## src/rtl/byte_write_pkg.sv

```systemverilog
// rtl/byte_write_pkg.sv - shared types, lane/enable constants and lane placement helpers for byte_write_merger
package byte_write_pkg;

  typedef enum logic {
    EMPTY   = 1'b0,
    PARTIAL = 1'b1
  } merge_state_t;

  localparam logic LANE_LO = 1'b0;
  localparam logic LANE_HI = 1'b1;

  localparam logic [1:0] EN_NONE = 2'b00;
  localparam logic [1:0] EN_LO   = 2'b01;
  localparam logic [1:0] EN_HI   = 2'b10;
  localparam logic [1:0] EN_BOTH = 2'b11;

  // One-hot byte enable for a single byte written to the given lane
  function automatic logic [1:0] lane_en(input logic lane);
    return (lane == LANE_HI) ? EN_HI : EN_LO;
  endfunction

  // Place a byte into its lane of a 16-bit word, other lane zero
  function automatic logic [15:0] lane_word(input logic lane, input logic [7:0] data);
    return (lane == LANE_HI) ? {data, 8'h00} : {8'h00, data};
  endfunction

endpackage

```

## src/rtl/byte_write_merger_timer.sv

```systemverilog
// rtl/byte_write_merger_timer.sv - idle counter that expires after TIMEOUT idle cycles (0 = never)
module byte_write_merger_timer #(
  parameter int TIMEOUT = 4
) (
  input  logic clk,
  input  logic reset,
  input  logic clear,
  input  logic inc,
  output logic expire
);

  localparam int CW = (TIMEOUT > 0) ? $clog2(TIMEOUT + 1) : 1;
  localparam logic [CW-1:0] LAST = (TIMEOUT > 0) ? CW'(TIMEOUT - 1) : '0;

  logic [CW-1:0] cnt;

  // Count idle cycles; the owner clears on any non-idle cycle or on expiry, so it never wraps
  always_ff @(posedge clk or negedge reset) begin
    if (!reset) begin
      cnt <= '0;
    end else if (clear) begin
      cnt <= '0;
    end else if (inc && (TIMEOUT != 0)) begin
      cnt <= cnt + CW'(1);
    end
  end

  assign expire = (TIMEOUT != 0) && (cnt == LAST);

endmodule

```

## src/rtl/byte_write_merger.sv

```systemverilog
// rtl/byte_write_merger.sv - merges lane-tagged byte writes into 16-bit byte-enabled writes; optional BYTE_WRITE_MERGER_STATS_EN adds emit counters
module byte_write_merger
  import byte_write_pkg::*;
#(
  parameter int TIMEOUT = 4
) (
  input  logic        clk,
  input  logic        reset,
  input  logic        in_val,
  input  logic        in_lane,
  input  logic [7:0]  in_byte,
  input  logic        flush,
`ifdef BYTE_WRITE_MERGER_STATS_EN
  output logic [7:0]  merged_cnt,
  output logic [7:0]  partial_cnt,
`endif
  output logic [1:0]  en,
  output logic [15:0] d
);

  merge_state_t state;
  logic         held_lane;
  logic [7:0]   held_byte;

  logic idle;
  logic expire;
  logic tmr_clear;
  logic tmr_inc;

  // Only an undisturbed PARTIAL cycle advances the idle count; everything else restarts it
  assign idle      = (state == PARTIAL) && !in_val && !flush;
  assign tmr_clear = !idle || expire;
  assign tmr_inc   = idle && !expire;

  byte_write_merger_timer #(
    .TIMEOUT (TIMEOUT)
  ) u_timer (
    .clk    (clk),
    .reset  (reset),
    .clear  (tmr_clear),
    .inc    (tmr_inc),
    .expire (expire)
  );

  // Merge FSM with registered en/d: at most one emit per cycle, en/d zero when nothing leaves
  always_ff @(posedge clk or negedge reset) begin
    if (!reset) begin
      state     <= EMPTY;
      held_lane <= LANE_LO;
      held_byte <= 8'h00;
      en        <= EN_NONE;
      d         <= 16'h0000;
    end else begin
      en <= EN_NONE;
      d  <= 16'h0000;
      case (state)
        EMPTY: begin
          if (in_val) begin
            if (flush) begin
              en <= lane_en(in_lane);
              d  <= lane_word(in_lane, in_byte);
            end else begin
              held_lane <= in_lane;
              held_byte <= in_byte;
              state     <= PARTIAL;
            end
          end
        end
        PARTIAL: begin
          if (in_val) begin
            if (in_lane != held_lane) begin
              en    <= EN_BOTH;
              d     <= lane_word(held_lane, held_byte) | lane_word(in_lane, in_byte);
              state <= EMPTY;
            end else begin
              // Lane conflict: old byte leaves alone, new byte takes its place even if flush is set
              en        <= lane_en(held_lane);
              d         <= lane_word(held_lane, held_byte);
              held_byte <= in_byte;
            end
          end else if (flush || expire) begin
            en    <= lane_en(held_lane);
            d     <= lane_word(held_lane, held_byte);
            state <= EMPTY;
          end
        end
      endcase
    end
  end

`ifdef BYTE_WRITE_MERGER_STATS_EN
  // Saturating tallies of full-word and single-byte emits, taken from the registered enables
  always_ff @(posedge clk or negedge reset) begin
    if (!reset) begin
      merged_cnt  <= 8'h00;
      partial_cnt <= 8'h00;
    end else begin
      if ((en == EN_BOTH) && (merged_cnt != 8'hFF)) begin
        merged_cnt <= merged_cnt + 8'h01;
      end
      if (((en == EN_LO) || (en == EN_HI)) && (partial_cnt != 8'hFF)) begin
        partial_cnt <= partial_cnt + 8'h01;
      end
    end
  end
`endif

endmodule

```

## config.mk

```make
export PLATFORM = sky130hd
export DESIGN_NAME = byte_write_merger
export DESIGN_NICKNAME = d
export VERILOG_FILES = /design/src/rtl/byte_write_pkg.sv /design/src/rtl/byte_write_merger_timer.sv /design/src/rtl/byte_write_merger.sv
export SDC_FILE = /design/constraint.sdc
export NUM_CORES = 1
export LEC_CHECK = 0
export CAP_MARGIN = 20
export CORE_ASPECT_RATIO = 1.5
export CORE_MARGIN = 2
export CORE_UTILIZATION = 52
export CTS_CLUSTER_DIAMETER = 150
export DETAILED_ROUTE_END_ITERATION = 10
export GPL_TIMING_DRIVEN = 0
export PLACE_DENSITY = 0.9
export SLEW_MARGIN = 20
export SYNTH_ARGS = -nofsm -noshare
export SYNTH_HDL_FRONTEND = slang
export SYNTH_HIERARCHICAL = 1
export SYNTH_SLANG_ARGS = --single-unit
```

## constraint.sdc

```tcl
create_clock -name clk -period 4.1 [get_ports clk]
set_clock_uncertainty 0.15 [all_clocks]
set_input_delay 0.82 -clock clk [delete_from_list [all_inputs] [get_ports clk]]
set_output_delay 0.82 -clock clk [all_outputs]
set_load 0.02 [all_outputs]
```

==> results of run 1 <==
## cell usage in the layout (no fill, tap or decap), types with 2 or more instances in the layout
cell type	instances
ha_1	4
nor2_1	4
o31ai_1	2
nand2_1	3
clkbuf_8	2
a22o_1	15
o21ai_0	2
inv_1	5
clkbuf_4	5
nor3_2	2
buf_2	2
a21oi_1	2
nor3b_1	2
clkdlybuf4s50_1	28
mux2_1	8
dfrtp_1	31
nor2b_1	2
## worst paths after layout
check | startpoint | end | slack, ps | cells past startpoint
min in group clk | held_byte[6] | d[6] | 370 | 1
max reg2reg | u_timer/cnt[0] | u_timer/cnt[2] | 2070 | 7
max | in_lane | held_byte[1] | 1530 | 6
min | reset | en[1] | 360 | 1
min reg2reg | held_byte[6] | d[6] | 370 | 1
max in group asynchronous | reset | held_byte[3] | 3010 | 1
## area by class of cell
type | instances | area, µm²
inverter | 5 | 18.8
multi-input combinational | 59 | 509
timing repair buffer | 29 | 285
buffer | 3 | 21.3
tap | 24 | 30.0
sequential | 31 | 776
clock buffer | 8 | 68.8
fill | 179 | 713
## flip-flops by register name (all words and copies together), names as in the netlist
| register | cells |
|---|---|
| held_byte | 8 |
| state | 1 |
| held_lane | 1 |
| d | 16 |
| en | 2 |
| u_timer/cnt | 3 |
## metal layers
metal  GRT usage, %  up-vias
li1               -      425
met1           22.2      473
met2           37.1       30
met3           7.10        5
met4           10.3        0
met5              0        -
## worst max-delay path: stages
cell and delay (ps):
clkdlybuf4s50_1 640, inv_1 80, ha_1 350, mux2i_4 250
nand2_4 150, mux2_1 340
## cell usage after synthesis (all sizes together) (2+ instances only)
master and n:
o31ai 2, nand2 4, buf 2, dfrtp 31
a21oi 2, nor2 5, a22o 15, nor2b 2
mux2i 2, nor3 2, ha 4, inv 5
nor3b 3, o21ai 2, mux2 8
## through the flow
step / instance area [µm²] / total power (W) / setup WS, ps / hold slack [ps] / instances
floorplan: 1330 / 0.000497 / 2010 / 334 / 98
global placement: 1650 / 0.000575 / 1280 / 343 / 151
detailed placement: 1640 / 0.000587 / 1210 / 355 / 151
CTS: 1710 / 0.000784 / 1550 / 368 / 159
global route: 1710 / 0.000818 / 1470 / 391 / 159
finish: 1710 / 0.000780 / 1530 / 364 / 159
## report_power, final
group	internal [W]	total, W	leakage [nW]	switching (W)
sequential	0.000354	0.000381	0.402	0.0000274
clock	0.000101	0.000199	0.0386	0.0000985
combinational	0.0000975	0.000199	0.331	0.000101
total	0.000552	0.000780	0.772	0.000227
## cell families (layout without fill, tap and decap cells)
logic type | Yosys count | after routing
AO/OA/AOI/OAI | 24 | 24
adder cells (fa/ha/maj) | 4 | 4
buffers and inverters | 8 | 45
AND/OR/NAND/NOR | 20 | 20
multiplexers | 10 | 10
flip-flops | 31 | 31
XOR/XNOR | 1 | 1
==> run metrics, run 1 <==
Post-Synth Simple-Gate Area=10.3%; largest family of logic cells by synthesized area=compound AO/OA/AOI/OAI gates; RSZ-0062 raised after global routing=false; Sink Count=31; Rel. slew slack=56.1%; #FFs+latches synth=31; largest net degree at the start of global routing=32; Hold Vio Cnt, Final=0; Synth Area in Adders=3.78%; Worst EP required=4160 ps; Max Cap Viol=0; Rows=22; Final Max Tran Viols=0; drt pass-1 iters=4; pwr dens=456 nW/µm²; Tot GR Track Use=21.4%; post-synthesis mux area share=9.25%; synth unique cells=29; Vias/cell=5.87; die footprint=2980 µm²; post-synth net total=115; Compound-Gate Fraction of Synth Area=14.4%; Routed Antenna Nets=0; vias in the first global route=961; Die Wd=45.2 µm; TritonCTS Buffers=5; latest clock arrival within the worst-skew pair=320 ps; setup violators final=0; min Tclk post-route=2570 ps; Synth area leader=dfrtp_1; CP Class=in2reg; leak pwr=0.772 nW; DR top layer=met4; Max FO, Critical Path=9; Port Buf Inserts=29; share of cells above drive strength 1=12.6%; gate count of the mapped netlist=98; postcts setup bufs=0; WP data arrival=2630 ps; nets=151; yosys warns=6; first-pass GRT wire length=4400 µm; Initial DRC Count=19; total number of vias=933; deepest clock path buffer count=2; clock slew at the register clock pins of the worst setup and hold paths=90 ps; Routed WL=2690 µm; Fmax=390 MHz; initial antenna violation count=0; die height=65.8 µm; H-Tree Depth=2; met1 WL=990 µm; final core occ=70.6%; Avg Cell Area, Syn=13.5 µm²; # resized after CTS=0; setup total negative slack=0 ps; Period Utilization, post-route=62.6%; hold crit path type=in2async; Synth Flop Type=dfrtp_1; gr ovfl total=0; top post-synthesis cells by area=dfrtp_1 (59%), a22o_1 (9.9%), mux2_1 (6.8%), ha_1 (3.8%), mux2i_4 (1.7%); met3 WL post-DR=152 µm; wire length on met2=1500 µm; cts hold-fix bufs=0; CTS tree=done; critical path launch point type=input port; ys async rst share=100%; share of the synthesized area in the top cell type=58.5%; CORE AREA=2420 µm²; status=completed; routability congestion estimate=0.891; Area Overhead vs Synth=29.0%; post-synthesis xor/xnor area fraction=0.661%; Seq/Total Area, Yosys=58.5%; Post-synth EDFFs=0; Starting Density=54.7%; Slew @ Worst Pin=659 ps; IO Count=31; root buf cell=clkbuf_4; Inserted Diodes=0; DRC=0; Avg WL per Cell=16.9 µm; CP endpoint kind=flip-flop; Cell Area, Synth=1330 µm²; maximum vdd ir drop=0.000361 V
Note: power is estimated with default switching activity, not from simulation.
==> run 2: changes to the inputs <==
Settings changed: CORE_UTILIZATION 52 to 44, PLACE_DENSITY 0.9 to 0.82.
Clock period 4.1 ns to 2.23 ns, I/O delays scaled along.
==> run metrics, run 2 (synthesis results as in run 1) <==
nets=151; Int Power=0.00119 W; first-pass GRT wire length=4430 µm; Avg WL per Cell=15.1 µm; root buf cell=clkbuf_8; Die Wd=48.8 µm; cell repeated most along the worst path=ha_1; latest clock arrival within the worst-skew pair=280 ps; critical path launch point type=flip-flop; Period Utilization, post-route=94.0%; Max Cap Viol=0; DP Area=1660 µm²; CORE AREA=2880 µm²; die footprint=3480 µm²; clock slew at the register clock pins of the worst setup and hold paths=60 ps; Rel. slew slack=55.9%; Max FO, Critical Path=5; worst reg2reg setup slack=130 ps; vias in the first global route=933; final worst slack=134 ps; Comb pwr share=22.3%; crit path max-delay cell type=dfrtp_1; Hold Vio Cnt, Final=0; Clock power frac=34.5%; FF-to-FF End=u_timer/cnt[2]; most common cell after layout, fill and taps aside=dfrtp_1; Routed WL=2620 µm; cells on worst reg2reg path=7; CTS tree=done; Largest register FFs=16; worst path buffer plus inverter count=1; setup violators final=0; H-Tree Depth=2; Final Max Tran Viols=0; switching pwr=0.000431 W; Post-DP HPWL=1960 µm; Reg2Reg Launch Point=u_timer/cnt[0]; Sink Count=31; switching part of the total=26.6%; area of the multi-input gates=509 µm²; Top delay family on crit path=simple AND/OR/NAND/NOR gates; DRC=0; Worst EP required=2260 ps; share of cells above drive strength 1=13.3%; min Tclk post-route=2100 ps; Area Overhead vs Synth=34.3%; biggest regs=d x16, held_byte x8, u_timer/cnt x3; Tot Pwr=0.00162 W; Worst setup startpoint=u_timer/cnt[0]; Fmax=477 MHz; number of filler cells placed in the layout=243; die height=71.2 µm; Slew @ Worst Pin=662 ps; total number of vias=916; pwr dens=912 nW/µm²; Top reg by flops=d; worst path cell trace=ha_1 > ha_1 > nor3_2 > nand2_1 > inv_1 > nor2_1 > a211oi_1; CP endpoint kind=flip-flop; TritonCTS Buffers=5; Rows=24; sequential power share=43.2%; DP Worst Slack=-276 ps; gr ovfl total=0; CP Class=reg2reg; initial antenna violation count=0; status=completed; Vias/cell=5.26; Port Buf Inserts=29; leak pwr=0.803 nW; Worst path depth=7; largest net degree at the start of global routing=32; WP data arrival=2120 ps; IO Count=31; post-route cell area=1780 µm²; most frequent cells in the layout=dfrtp_1 (31), clkdlybuf4s50_1 (27), a22o_1 (15), mux2_1 (8), clkbuf_8 (6); deepest clock path buffer count=2; RSZ-0062 raised after global routing=false; hold crit path type=in2async; Starting Density=46.0%; Routed Antenna Nets=0; crit path to=u_timer/cnt[2]; Inserted Diodes=0; drt pass-1 iters=4; Initial DRC Count=24; Tot GR Track Use=17.4%; routability congestion estimate=0.886; maximum vdd ir drop=0.000503 V; FF+latch area=776 µm²; slowest stage delay, CP=400 ps
run 2: per-layer routing:
metal,up-vias,GRT usage [%],wire (µm),share of wire (%)
li1,424,-,-,-
met1,460,18.7,975,37
met2,25,29.7,1460,56
met3,7,5.63,112,4.3
met4,0,10.5,74,2.8
met5,-,0,0,0
run 2: power groups by stage:
stage	combinational (W)	clock [W]	sequential [W]
final	0.000362	0.000559	0.000702
after global routing	0.000392	0.000602	0.000713
after CTS	0.000368	0.000573	0.000702
after detailed placement	0.000366	0	0.000713
after global placement	0.000354	0	0.000704
after floorplan	0.000159	0	0.000755
run 2: worst reg2reg max path: stages, from the launching register on:
cell,delay [ps]
dfrtp_1,400
ha_1,210
ha_1,210
nor3_2,320
nand2_1,200
inv_1,190
nor2_1,80
a211oi_1,240
run 2: timing repair:
item,in CTS,in global routing
setup buffers,0,0
hold buffers,0,0
setup endpoints to repair,0,23
gates resized for setup,0,1
run 2: worst min-delay path by stage:
stage,from,end,depth (start not counted)
after floorplan,reset,d[0],0
after global placement,held_byte[5],d[5],1
after detailed placement,held_byte[0],d[0],1
after CTS,reset,d[0],1
after global routing,reset,d[0],1
final,reset,d[0],1
run 2: cell type report:
class                           instances  share of cell area, %
Clock buffer                            6                   4.64
Timing Repair Buffer                   29                   16.2
Clock inverter                          2                   1.97
Buffer                                  3                   1.20
Inverter                                5                   1.05
Sequential cell                        31                   43.6
Tap cell                               39                   2.74
Multi-Input combinational cell         59                   28.6
run 2: through the flow:
step	setup TNS [ps]	cells	hold WS, ps	util (%)
floorplan	0	98	0.409	-
global placement	-4350	166	342	57.7
detailed placement	-5530	166	349	57.6
CTS	0	174	59.0	61.6
global route	0	174	90.1	61.7
finish	0	174	47.4	61.7
==> run 3: changes to the inputs <==
Settings changed: CORE_ASPECT_RATIO 1.5 to 0.8, SETUP_SLACK_MARGIN set to 0.02.
==> run metrics, run 3 (synthesis results as in run 1) <==
crit path to=u_timer/cnt[2]; setup violators final=0; Avg WL per Cell=14.5 µm; Largest register FFs=16; Initial DRC Count=20; Period Utilization, post-route=88.3%; Post-DP HPWL=1790 µm; Worst EP required=2270 ps; number of filler cells placed in the layout=220; post-route insts no fill=173; CP Class=reg2reg; latest clock arrival within the worst-skew pair=280 ps; Fmax=508 MHz; setup total negative slack=0 ps; WP data arrival=2000 ps; Tot GR Track Use=17.2%; DP Area=1660 µm²; Max Cap Viol=0; die height=53.1 µm; Vias/cell=5.17; leak pwr=0.803 nW; Slew @ Worst Pin=652 ps; Hold Vio Cnt, Final=0; crit path max-delay cell type=dfrtp_1; pwr dens=911 nW/µm²; cts hold-fix bufs=0; root buf cell=clkbuf_8; DP Cell Count=165; cell repeated most along the worst path=ha_1; Worst setup startpoint=u_timer/cnt[0]; Starting Density=47.2%; largest net degree at the start of global routing=32; IO Count=31; CP endpoint kind=flip-flop; postcts setup bufs=0; CTS tree=done; Top reg by flops=d; critical path launch point type=flip-flop; FF-to-FF End=u_timer/cnt[2]; H-Tree Depth=2; Die Wd=65.4 µm; # resized after CTS=0; post-route cell area=1780 µm²; Routed WL=2500 µm; most frequent cells in the layout=dfrtp_1 (31), clkdlybuf4s50_1 (27), a22o_1 (15), mux2_1 (8), clkbuf_8 (6); drt pass-1 iters=4; Rows=17; Final Max Tran Viols=0; Area Overhead vs Synth=34.7%; initial antenna violation count=0; status=completed; DP Worst Slack=-271 ps; switching part of the total=26.6%; worst reg2reg setup slack=260 ps; die footprint=3470 µm²; hold crit path type=in2async; Hold WS=37.7 ps; maximum vdd ir drop=0.000457 V; first-pass GRT wire length=4260 µm; Max FO, Critical Path=5; TritonCTS Buffers=5; DRC=0; gr ovfl total=0; slowest stage delay, CP=400 ps; RSZ-0062 raised after global routing=false; Comb pwr share=22.3%; final worst slack=261 ps; CORE AREA=2810 µm²; Int Power=0.00119 W; worst path cell trace=ha_1 > ha_1 > nor3_4 > nand2_1 > inv_1 > nor2_1 > a211oi_1; sequential power share=43.2%; deepest clock path buffer count=2; share of cells above drive strength 1=13.3%; total number of vias=894; Inserted Diodes=0; min Tclk post-route=1970 ps; most common cell after layout, fill and taps aside=dfrtp_1; Reg2Reg Launch Point=u_timer/cnt[0]; Routed Antenna Nets=0; switching pwr=0.000433 W; Clock power frac=34.5%; vias in the first global route=895; Port Buf Inserts=29; clock slew at the register clock pins of the worst setup and hold paths=60 ps; Sink Count=31; cells on worst reg2reg path=7; nets=151; Rel. slew slack=56.5%; routability congestion estimate=0.739; biggest regs=d x16, held_byte x8, u_timer/cnt x3
==> run 3: cell count changes in the layout (fill, tap and decap cells not counted) <==
cell,before,now
nor3_4,0,1
nor3_2,2,1
==> run 3: worst min-delay path by stage <==
stage                      start  endpoint  slack (ps)  cells past startpoint
global placement    held_byte[0]      d[0]         350                      1
detailed placement         reset      d[6]         360                      1
CTS                        reset      d[8]          60                      1
global route               reset      d[6]          90                      1
floorplan                  reset      d[0]         0.4                      0
finish                     reset      d[8]          40                      1
==> run 3: layer usage <==
layer	track usage (%)	vias up	wire length, µm
met5	0	-	0
met4	5.21	0	36
met3	8.30	5	185
met2	28.4	25	1170
met1	20.1	434	1110
li1	-	430	-
==> run 3: worst max-delay path, delay by kind of cell (launching register included) <==
| kind | cells | cell delay [ps] |
|---|---|---|
| DFF | 1 | 400 |
| and+or+nand+nor | 3 | 490 |
| AOI/OAI and AO/OA | 1 | 230 |
| buffers and inverters | 1 | 170 |
| adders and majority gates | 2 | 440 |
==> run 3: area by class of cell <==
type	instances	area (µm²)	area share [%]
repair buffers	29	288	16.1
plain buffers	3	21.3	1.19
flip-flops and latches	31	776	43.5
inverters	5	18.8	1.05
clock inverters	2	35.0	1.96
multi-input cells	59	515	28.9
clock buffers	6	82.6	4.63
well taps	38	47.5	2.66
==> run 3: metrics by stage <==
step                total power (W)  util (%)
floorplan                  0.000914         -
global placement            0.00106      59.2
detailed placement          0.00107      59.0
CTS                         0.00164      63.2
global route                0.00170      63.5
finish                      0.00163      63.5
==> run 3: power groups by stage <==
stage	registers (W)	logic (W)	clock network, W
floorplan	0.000755	0.000159	0
detailed placement	0.000712	0.000363	0
CTS	0.000702	0.000364	0.000576
global placement	0.000703	0.000355	0
global route	0.000711	0.000393	0.000600
finish	0.000702	0.000362	0.000561
